--- config.mk ---
export PLATFORM = sky130hd
export DESIGN_NAME = alu_rs
export DESIGN_NICKNAME = d
export VERILOG_FILES = /design/src/rtl/rv32i_types.sv /design/src/rtl/alu_rs_select.sv /design/src/rtl/alu_rs.sv
export SDC_FILE = /design/constraint.sdc
export NUM_CORES = 2
export LEC_CHECK = 0
export ABC_AREA = 1
export CAP_MARGIN = 40
export CORE_ASPECT_RATIO = 0.5
export CORE_MARGIN = 4
export CORE_UTILIZATION = 48
export CTS_CLUSTER_SIZE = 24
export DETAILED_ROUTE_END_ITERATION = 7
export MAX_ROUTING_LAYER = met4
export PLACE_DENSITY_LB_ADDON = 0.3
export SKIP_LAST_GASP = 1
export SYNTH_ARGS = -nofsm -noshare
export SYNTH_HDL_FRONTEND = slang
export SYNTH_SLANG_ARGS = --single-unit
export TNS_END_PERCENT = 100
--- constraint.sdc ---
create_clock -name clk -period 4.9 [get_ports clk]
set_clock_uncertainty 0.05 [all_clocks]
set_input_delay 0.735 -clock clk [delete_from_list [all_inputs] [get_ports clk]]
set_output_delay 0.735 -clock clk [all_outputs]
set_load 0.02 [all_outputs]
--- src/rtl/rv32i_types.sv ---
// Shared RV32I types: ALU op encoding, physical tag / ROB widths and the
// ALU reservation-station entry layout.
package rv32i_types;
  localparam int PREG_W = 6;
  localparam int ROB_W  = 5;

  typedef enum logic [4:0] {
    alu_add = 5'd0,
    alu_sll = 5'd1,
    alu_sra = 5'd2,
    alu_sub = 5'd3,
    alu_xor = 5'd4,
    alu_srl = 5'd5,
    alu_or  = 5'd6,
    alu_and = 5'd7
  } alu_ops;

  typedef struct packed {
    logic              valid;
    alu_ops            aluop;
    logic [PREG_W-1:0] ps1;
    logic              rdy1;
    logic [31:0]       v1;
    logic [PREG_W-1:0] ps2;
    logic              rdy2;
    logic [31:0]       v2;
    logic [PREG_W-1:0] pd;
    logic [ROB_W-1:0]  rob;
  } alu_rs_entry_t;
endpackage

--- src/rtl/alu_rs_select.sv ---
// Lowest-index priority picker: request vector -> one-hot grant, binary index, any.
// Purely combinational; no backpressure of its own.
module alu_rs_select #(
  parameter int N  = 8,
  parameter int IW = $clog2(N)
) (
  input  logic [N-1:0]  i_req,
  output logic [N-1:0]  o_grant,
  output logic [IW-1:0] o_idx,
  output logic          o_any
);
  // Walk high to low so the lowest requesting index is written last and wins.
  always_comb begin
    o_grant = '0;
    o_idx   = '0;
    o_any   = 1'b0;
    for (int i = N - 1; i >= 0; i--) begin
      if (i_req[i]) begin
        o_grant    = '0;
        o_grant[i] = 1'b1;
        o_idx      = IW'(i);
        o_any      = 1'b1;
      end
    end
  end
endmodule

--- src/rtl/alu_rs.sv ---
// ALU reservation station: holds renamed ops until both operands are captured, then issues
// the lowest ready entry into a registered slot (1 cycle dispatch->issue); slot holds while iss_ready=0.
module alu_rs #(
  parameter int DEPTH  = 8,
  parameter int PREG_W = rv32i_types::PREG_W,
  parameter int ROB_W  = rv32i_types::ROB_W
) (
  input  logic              clk,
  input  logic              rst_n,
  input  logic              flush,
  input  logic              disp_valid,
  output logic              disp_ready,
  input  logic [4:0]        disp_aluop,
  input  logic [PREG_W-1:0] disp_ps1,
  input  logic              disp_rdy1,
  input  logic [31:0]       disp_v1,
  input  logic [PREG_W-1:0] disp_ps2,
  input  logic              disp_rdy2,
  input  logic [31:0]       disp_v2,
  input  logic [PREG_W-1:0] disp_pd,
  input  logic [ROB_W-1:0]  disp_rob,
  input  logic              cdb_valid,
  input  logic [PREG_W-1:0] cdb_tag,
  input  logic [31:0]       cdb_value,
  output logic              iss_valid,
  input  logic              iss_ready,
  output logic [4:0]        iss_aluop,
  output logic [31:0]       iss_a,
  output logic [31:0]       iss_b,
  output logic [PREG_W-1:0] iss_pd,
  output logic [ROB_W-1:0]  iss_rob
);
  import rv32i_types::*;

  localparam int IW = $clog2(DEPTH);

  alu_rs_entry_t     r_ent [DEPTH];
  logic              r_iss_valid;
  logic [4:0]        r_iss_aluop;
  logic [31:0]       r_iss_a;
  logic [31:0]       r_iss_b;
  logic [PREG_W-1:0] r_iss_pd;
  logic [ROB_W-1:0]  r_iss_rob;

  logic [DEPTH-1:0]  w_valid;
  logic [DEPTH-1:0]  w_elig;
  logic [DEPTH-1:0]  w_iss_grant;
  logic [DEPTH-1:0]  w_free_grant_unused;
  logic [IW-1:0]     w_iss_idx;
  logic [IW-1:0]     w_free_idx;
  logic              w_iss_any;
  logic              w_free_any;
  logic              w_slot_free;
  logic              w_issue;
  logic              w_fire;
  alu_rs_entry_t     w_new;

  // Eligibility uses registered ready bits only, so same-cycle wakeups wait one cycle.
  always_comb begin
    w_valid = '0;
    w_elig  = '0;
    for (int i = 0; i < DEPTH; i++) begin
      w_valid[i] = r_ent[i].valid;
      w_elig[i]  = r_ent[i].valid && r_ent[i].rdy1 && r_ent[i].rdy2;
    end
  end

  alu_rs_select #(.N(DEPTH), .IW(IW)) u_sel_iss (
    .i_req   (w_elig),
    .o_grant (w_iss_grant),
    .o_idx   (w_iss_idx),
    .o_any   (w_iss_any)
  );

  alu_rs_select #(.N(DEPTH), .IW(IW)) u_sel_free (
    .i_req   (~w_valid),
    .o_grant (w_free_grant_unused),
    .o_idx   (w_free_idx),
    .o_any   (w_free_any)
  );

  assign disp_ready  = w_free_any;
  assign w_fire      = disp_valid && w_free_any && !flush;
  assign w_slot_free = !r_iss_valid || iss_ready;
  assign w_issue     = w_slot_free && w_iss_any;

  // Incoming op, with any operand that the CDB is broadcasting this cycle already captured.
  always_comb begin
    w_new       = '0;
    w_new.valid = 1'b1;
    w_new.aluop = alu_ops'(disp_aluop);
    w_new.ps1   = disp_ps1;
    w_new.rdy1  = disp_rdy1;
    w_new.v1    = disp_v1;
    w_new.ps2   = disp_ps2;
    w_new.rdy2  = disp_rdy2;
    w_new.v2    = disp_v2;
    w_new.pd    = disp_pd;
    w_new.rob   = disp_rob;
    if (cdb_valid && !disp_rdy1 && disp_ps1 == cdb_tag) begin
      w_new.rdy1 = 1'b1;
      w_new.v1   = cdb_value;
    end
    if (cdb_valid && !disp_rdy2 && disp_ps2 == cdb_tag) begin
      w_new.rdy2 = 1'b1;
      w_new.v2   = cdb_value;
    end
  end

  always_ff @(posedge clk) begin
    if (!rst_n) begin
      for (int i = 0; i < DEPTH; i++) r_ent[i] <= '0;
      r_iss_valid <= 1'b0;
      r_iss_aluop <= '0;
      r_iss_a     <= '0;
      r_iss_b     <= '0;
      r_iss_pd    <= '0;
      r_iss_rob   <= '0;
    end else if (flush) begin
      for (int i = 0; i < DEPTH; i++) r_ent[i].valid <= 1'b0;
      r_iss_valid <= 1'b0;
    end else begin
      for (int i = 0; i < DEPTH; i++) begin
        if (r_ent[i].valid && cdb_valid) begin
          if (!r_ent[i].rdy1 && r_ent[i].ps1 == cdb_tag) begin
            r_ent[i].rdy1 <= 1'b1;
            r_ent[i].v1   <= cdb_value;
          end
          if (!r_ent[i].rdy2 && r_ent[i].ps2 == cdb_tag) begin
            r_ent[i].rdy2 <= 1'b1;
            r_ent[i].v2   <= cdb_value;
          end
        end
        if (w_issue && w_iss_grant[i]) r_ent[i].valid <= 1'b0;
      end
      // The free pick never targets a valid entry, so this never collides with the loop above.
      if (w_fire) r_ent[w_free_idx] <= w_new;
      if (w_slot_free) begin
        r_iss_valid <= w_iss_any;
        if (w_iss_any) begin
          r_iss_aluop <= r_ent[w_iss_idx].aluop;
          r_iss_a     <= r_ent[w_iss_idx].v1;
          r_iss_b     <= r_ent[w_iss_idx].v2;
          r_iss_pd    <= r_ent[w_iss_idx].pd;
          r_iss_rob   <= r_ent[w_iss_idx].rob;
        end
      end
    end
  end

  assign iss_valid = r_iss_valid;
  assign iss_aluop = r_iss_aluop;
  assign iss_a     = r_iss_a;
  assign iss_b     = r_iss_b;
  assign iss_pd    = r_iss_pd;
  assign iss_rob   = r_iss_rob;
endmodule

== Word-level counts from Yosys, hierarchy flattened ==
Memories as Yosys holds them, arrays and structs flattened. A register that Yosys moved wholly into a read port is not among the register bits.
Cells that the tools add are included.
Storage, ports and cells
  RAM bits: 760
  input bits: 138
  output and inout port bits: 82
  register bits: 1
  memories: 1
  word-level logic and storage cells: 360
Memories
  r_ent: depth 8, width 95, read ports 9, clocked after memory_dff 1, write ports 9, RTL line alu_rs.sv:37  | alu_rs_entry_t r_ent [DEPTH];
Operators by class
  equality and inequality tests: 18
  multiplexer cells: 210
  bitwise gates (word level): 51
  reduce and logical (&&, ||, !) cells: 79
Operators with widths (number)
  two-way mux 32 bit: 16
  two-way mux 1 bit: 168
  equality test 6 bit: 18
  two-way mux 33 bit: 2
  two-way mux 8 bit: 8
  logical AND 1 bit: 55
  two-way mux 3 bit: 16
  bitwise OR 1 bit: 48
  logical NOT 1 bit: 21
  NOT 8 bit: 1
  AND reduction 3 bit: 1
  NOT 1 bit: 2
  OR reduction 2 bit: 1
  logical OR 1 bit: 1

== Depth between registers and ports, before layout ==
An unclocked memory read counts as a cell.
  depth after elaboration: 18
  gate-level depth with buffers: 14
  depth with buffers taken out: 12

== Hierarchy ==
Synthesis repeated with hierarchy kept, for this count alone.
Unflattened totals
  cell total of the unflattened synthesis: 5353
  area total of the unflattened synthesis: 45623.8 µm²
Modules (own cells, without submodules)
  alu_rs: area an instance 45273.4 µm², instances 1, sequential area each 24353.4 µm², cells each 5283
  alu_rs_select: area an instance 175.2 µm², instances 2, sequential area each 0.0 µm², cells each 35

== Worst setup path before layout ==
No wires, ideal clock.
  path kind: input to register
  from: input port cdb_tag[2]
  to: memory r_ent[4][11] (netlist name), enable pin
  arrival time: 3.830 ns
  buffers on the path: 2
  setup slack: 0.551 ns
  cell stages on the path: 7
  library setup time: 0.469 ns
  data required time: 4.381 ns
  cells stage by stage: buf_4 inv_2 buf_2 o22ai_1 a211oi_1 nand4_1 o21ai_0
RTL lines
  start, declared: RTL line alu_rs.sv:23  | input logic [PREG_W-1:0] cdb_tag,
  end, declared: RTL line alu_rs.sv:37

==> results.py <==
metrics = {
    "worst_setup_path": {
        "critPathCaptureType": "flip-flop",
        "worstPathArrival_ps": 3890,
        "path_max_fanout": 79,
        "critPathKind": "reg2reg",
        "startpoint_type": "flip-flop",
        "required_ps": 5360,
    },
    "detailed_routing": {
        "drtAntennaViolNets": 0,
        "first_iter_violations": 5697,
        "dr.pass1.iters": 6,
        "viasPerCell": 6.00,
        "vias": 37350,
        "wl_per_cell_um": 23.6,
        "wl_mm": 147,
        "post-route-drc-count": 0,
    },
    "cts": {
        "cts_sinks": 841,
        "numCtsBuffers": 78,
        "cts_root_buffer": "clkbuf_16",
        "htreeDepth": 3,
        "cts_hold_buffers": 0,
        "insertion_delay_ps": 660,
        "cts-resized-gates": 0,
        "cts_buffer_depth": 3,
        "cts.clk_slew.worst_paths_ps": 70,
        "post_cts_buffers": 0,
        "tritoncts": "done",
    },
    "synthesis": {
        "synth_seq_area_share_pct": 56.5,
        "postSynthCellCount": 4935,
        "synth_cell_types": 49,
        "avgSynthCellArea_um2": 8.73,
        "async_flop_share_pct": 0,
        "synth_edf_count": 751,
        "synthesis.nets": 5073,
        "synth_seq_cells": 841,
        "netlist_area_um2": 43100,
        "synth-main-ff-cell": "edfxtp_1",
        "yosysWarnings": 0,
    },
    "min_path": {
        "hp-class": "reg2reg",
    },
    "final_layout": {
        "layoutNonFillerInstCount": 6222,
        "fin_util_pct": 55.1,
        "synthToLayoutAreaGrowth_pct": 13.3,
        "drive_above_1_share_pct": 7.17,
        "nets": 5111,
        "fillers": 7751,
    },
    "die": {
        "die_y_um": 220,
        "num_rows": 77,
        "fp.dieW_um": 432,
        "start_util_pct": 48.6,
        "ios": 220,
        "coreArea_um2": 88600,
        "fp.dieArea_um2": 94900,
    },
    "global_routing": {
        "grt_pass1_vias": 35677,
        "grt_max_degree": 161,
        "grt_pass1_wl_mm": 217,
        "antenna_found_initial": 1,
        "grt-ovfl-total": 0,
        "track_usage_pct": 31.1,
    },
    "power_and_ir_drop": {
        "p_leak_nw": 19.7,
        "ir_worst_vdd_mv": 0.252,
        "finalPower_mw": 15.4,
        "p_per_area_nw_per_um2": 316,
    },
    "timing": {
        "finalCritPeriodShare_pct": 70.1,
        "max_freq_mhz": 291,
        "worst_pin_slew_ps": 1030,
        "finalSetupViolations": 0,
        "rsz0062_at_grt": "no",
        "hold_viol": 0,
        "min_period_ps": 3430,
        "relSlewSlack_pct": 31.6,
        "slew_violations": 0,
        "setup_tns_ps": 0,
    },
    "place": {
        "dp.cells": 6078,
        "routabilityCongestion": 0.985,
        "portBuffers": 219,
        "place_hpwl_mm": 84.8,
    },
    "outcome": {
        "outcome": "completed",
    },
    "flow_run": {
        "maxCapViolCount": 0,
    },
}
-- power breakdown --
part | internal [mW] | total (mW) | leakage (nW) | switching, mW
registers | 8.05 | 8.14 | 8.38 | 0.0876
clock network | 3.36 | 6.16 | 1.23 | 2.81
logic | 0.344 | 1.11 | 10.1 | 0.762
total | 11.8 | 15.4 | 19.7 | 3.66
-- flip-flops by register name (all words and copies together), names as in the netlist --
name,count
iss_a,32
iss_aluop,5
iss_b,32
iss_pd,6
iss_rob,5
iss_valid,1
r_ent,760
-- synth_stat cells, types with 4 or more instances --
library cell,number,area [um^2]
buf_1,21,78.8
nand3_1,762,3810
buf_2,171,856
nor2_4,5,56.3
a211oi_1,4,30.0
inv_2,21,78.8
buf_6,7,78.8
xor2_1,19,166
inv_1,643,2410
o211ai_1,7,52.6
buf_4,27,203
o22ai_1,198,1240
a21oi_2,32,280
nor4_1,15,93.8
edfxtp_1,751,22600
nand2_2,14,87.6
dfxtp_1,90,1800
a21oi_1,86,430
nor2_1,290,1090
clkbuf_1,143,537
o21ai_2,12,105
o21ai_0,283,1420
o21ai_1,146,731
xnor2_1,28,245
or2_2,27,169
nor3_1,15,75.1
nand4_1,13,81.3
nand2_1,1072,4020
-- cell families after synthesis --
logic type,share of synthesized area (%)
buffers and inverters,9.93
xor gates and xnor gates,0.956
AOI/OAI and AO/OA,10.2
and+or+nand+nor,22.4
DFF,56.5
-- final timing paths --
path | start | to | slack, ps | cells past startpoint
worst max-delay path | r_ent[4][94] | iss_b[4] | 1470 | 12
worst max register to register | r_ent[4][94] | iss_b[4] | 1470 | 12
worst min-delay path | iss_rob[2] | iss_rob[2] | 490 | 2
worst min register to register | iss_rob[2] | iss_rob[2] | 490 | 2
-- layout make-up --
| class | instances | area (um^2) | area share [%] |
|---|---|---|---|
| diodes | 1 | 2.50 | 0.00513 |
| repair buffers | 328 | 3390 | 6.95 |
| clock inverters | 29 | 186 | 0.382 |
| well taps | 1185 | 1480 | 3.04 |
| multi-input cells | 3055 | 14600 | 29.8 |
| clock buffers | 114 | 2320 | 4.76 |
| inverters | 669 | 2520 | 5.17 |
| flip-flops and latches | 841 | 24400 | 49.9 |
-- cells in the final DEF (no fill, tap or decap), drive strengths merged, types with 3 or more instances in the layout --
cell type	synthesis	final
nand2	1087	1087
nand3	765	765
edfxtp	751	751
inv	666	670
o21ai	441	441
nor2	297	297
clkdlybuf4s50	0	218
o22ai	198	198
a21oi	119	119
clkbuf	144	114
buf	226	110
dfxtp	90	90
xnor2	28	28
or2	27	27
clkinv	3	24
xor2	19	19
nor3	18	18
nor4	18	18
nand4	13	13
o211ai	7	7
a211oi	4	4
o2111ai	3	3
o31ai	3	3
clkinvlp	0	3
-- per-stage QoR --
step                instance area, um^2  worst slack (ps)  hold slack, ps
floorplan                         43100               551             437
CTS                               48800              1620             488
detailed placement                46300               946             477
finish                            48800              1470             490
global placement                  46100               923             467
global route                      48800              1330             523
-- metal layers --
layer	vias to the layer above	part of all wire, %	GRT usage (%)
li1	16613	-	-
met4	0	5.3	15.2
met1	17522	38	40.8
met2	2718	44	46.8
met5	-	0	-
met3	497	13	6.08
-- critical path, stage by stage, from the launching register on --
cell and delay, ps:
dfxtp_1 490, nand3_1 220, nand2_1 140, nand3_1 180, nand2_8 470, nand2_8 500
buf_12 410, nand2_1 90, nand2_1 60, nand2_1 60, nand3_1 80, nand2_1 210
a21oi_1 90
Power figures use the tool's default switching activity.
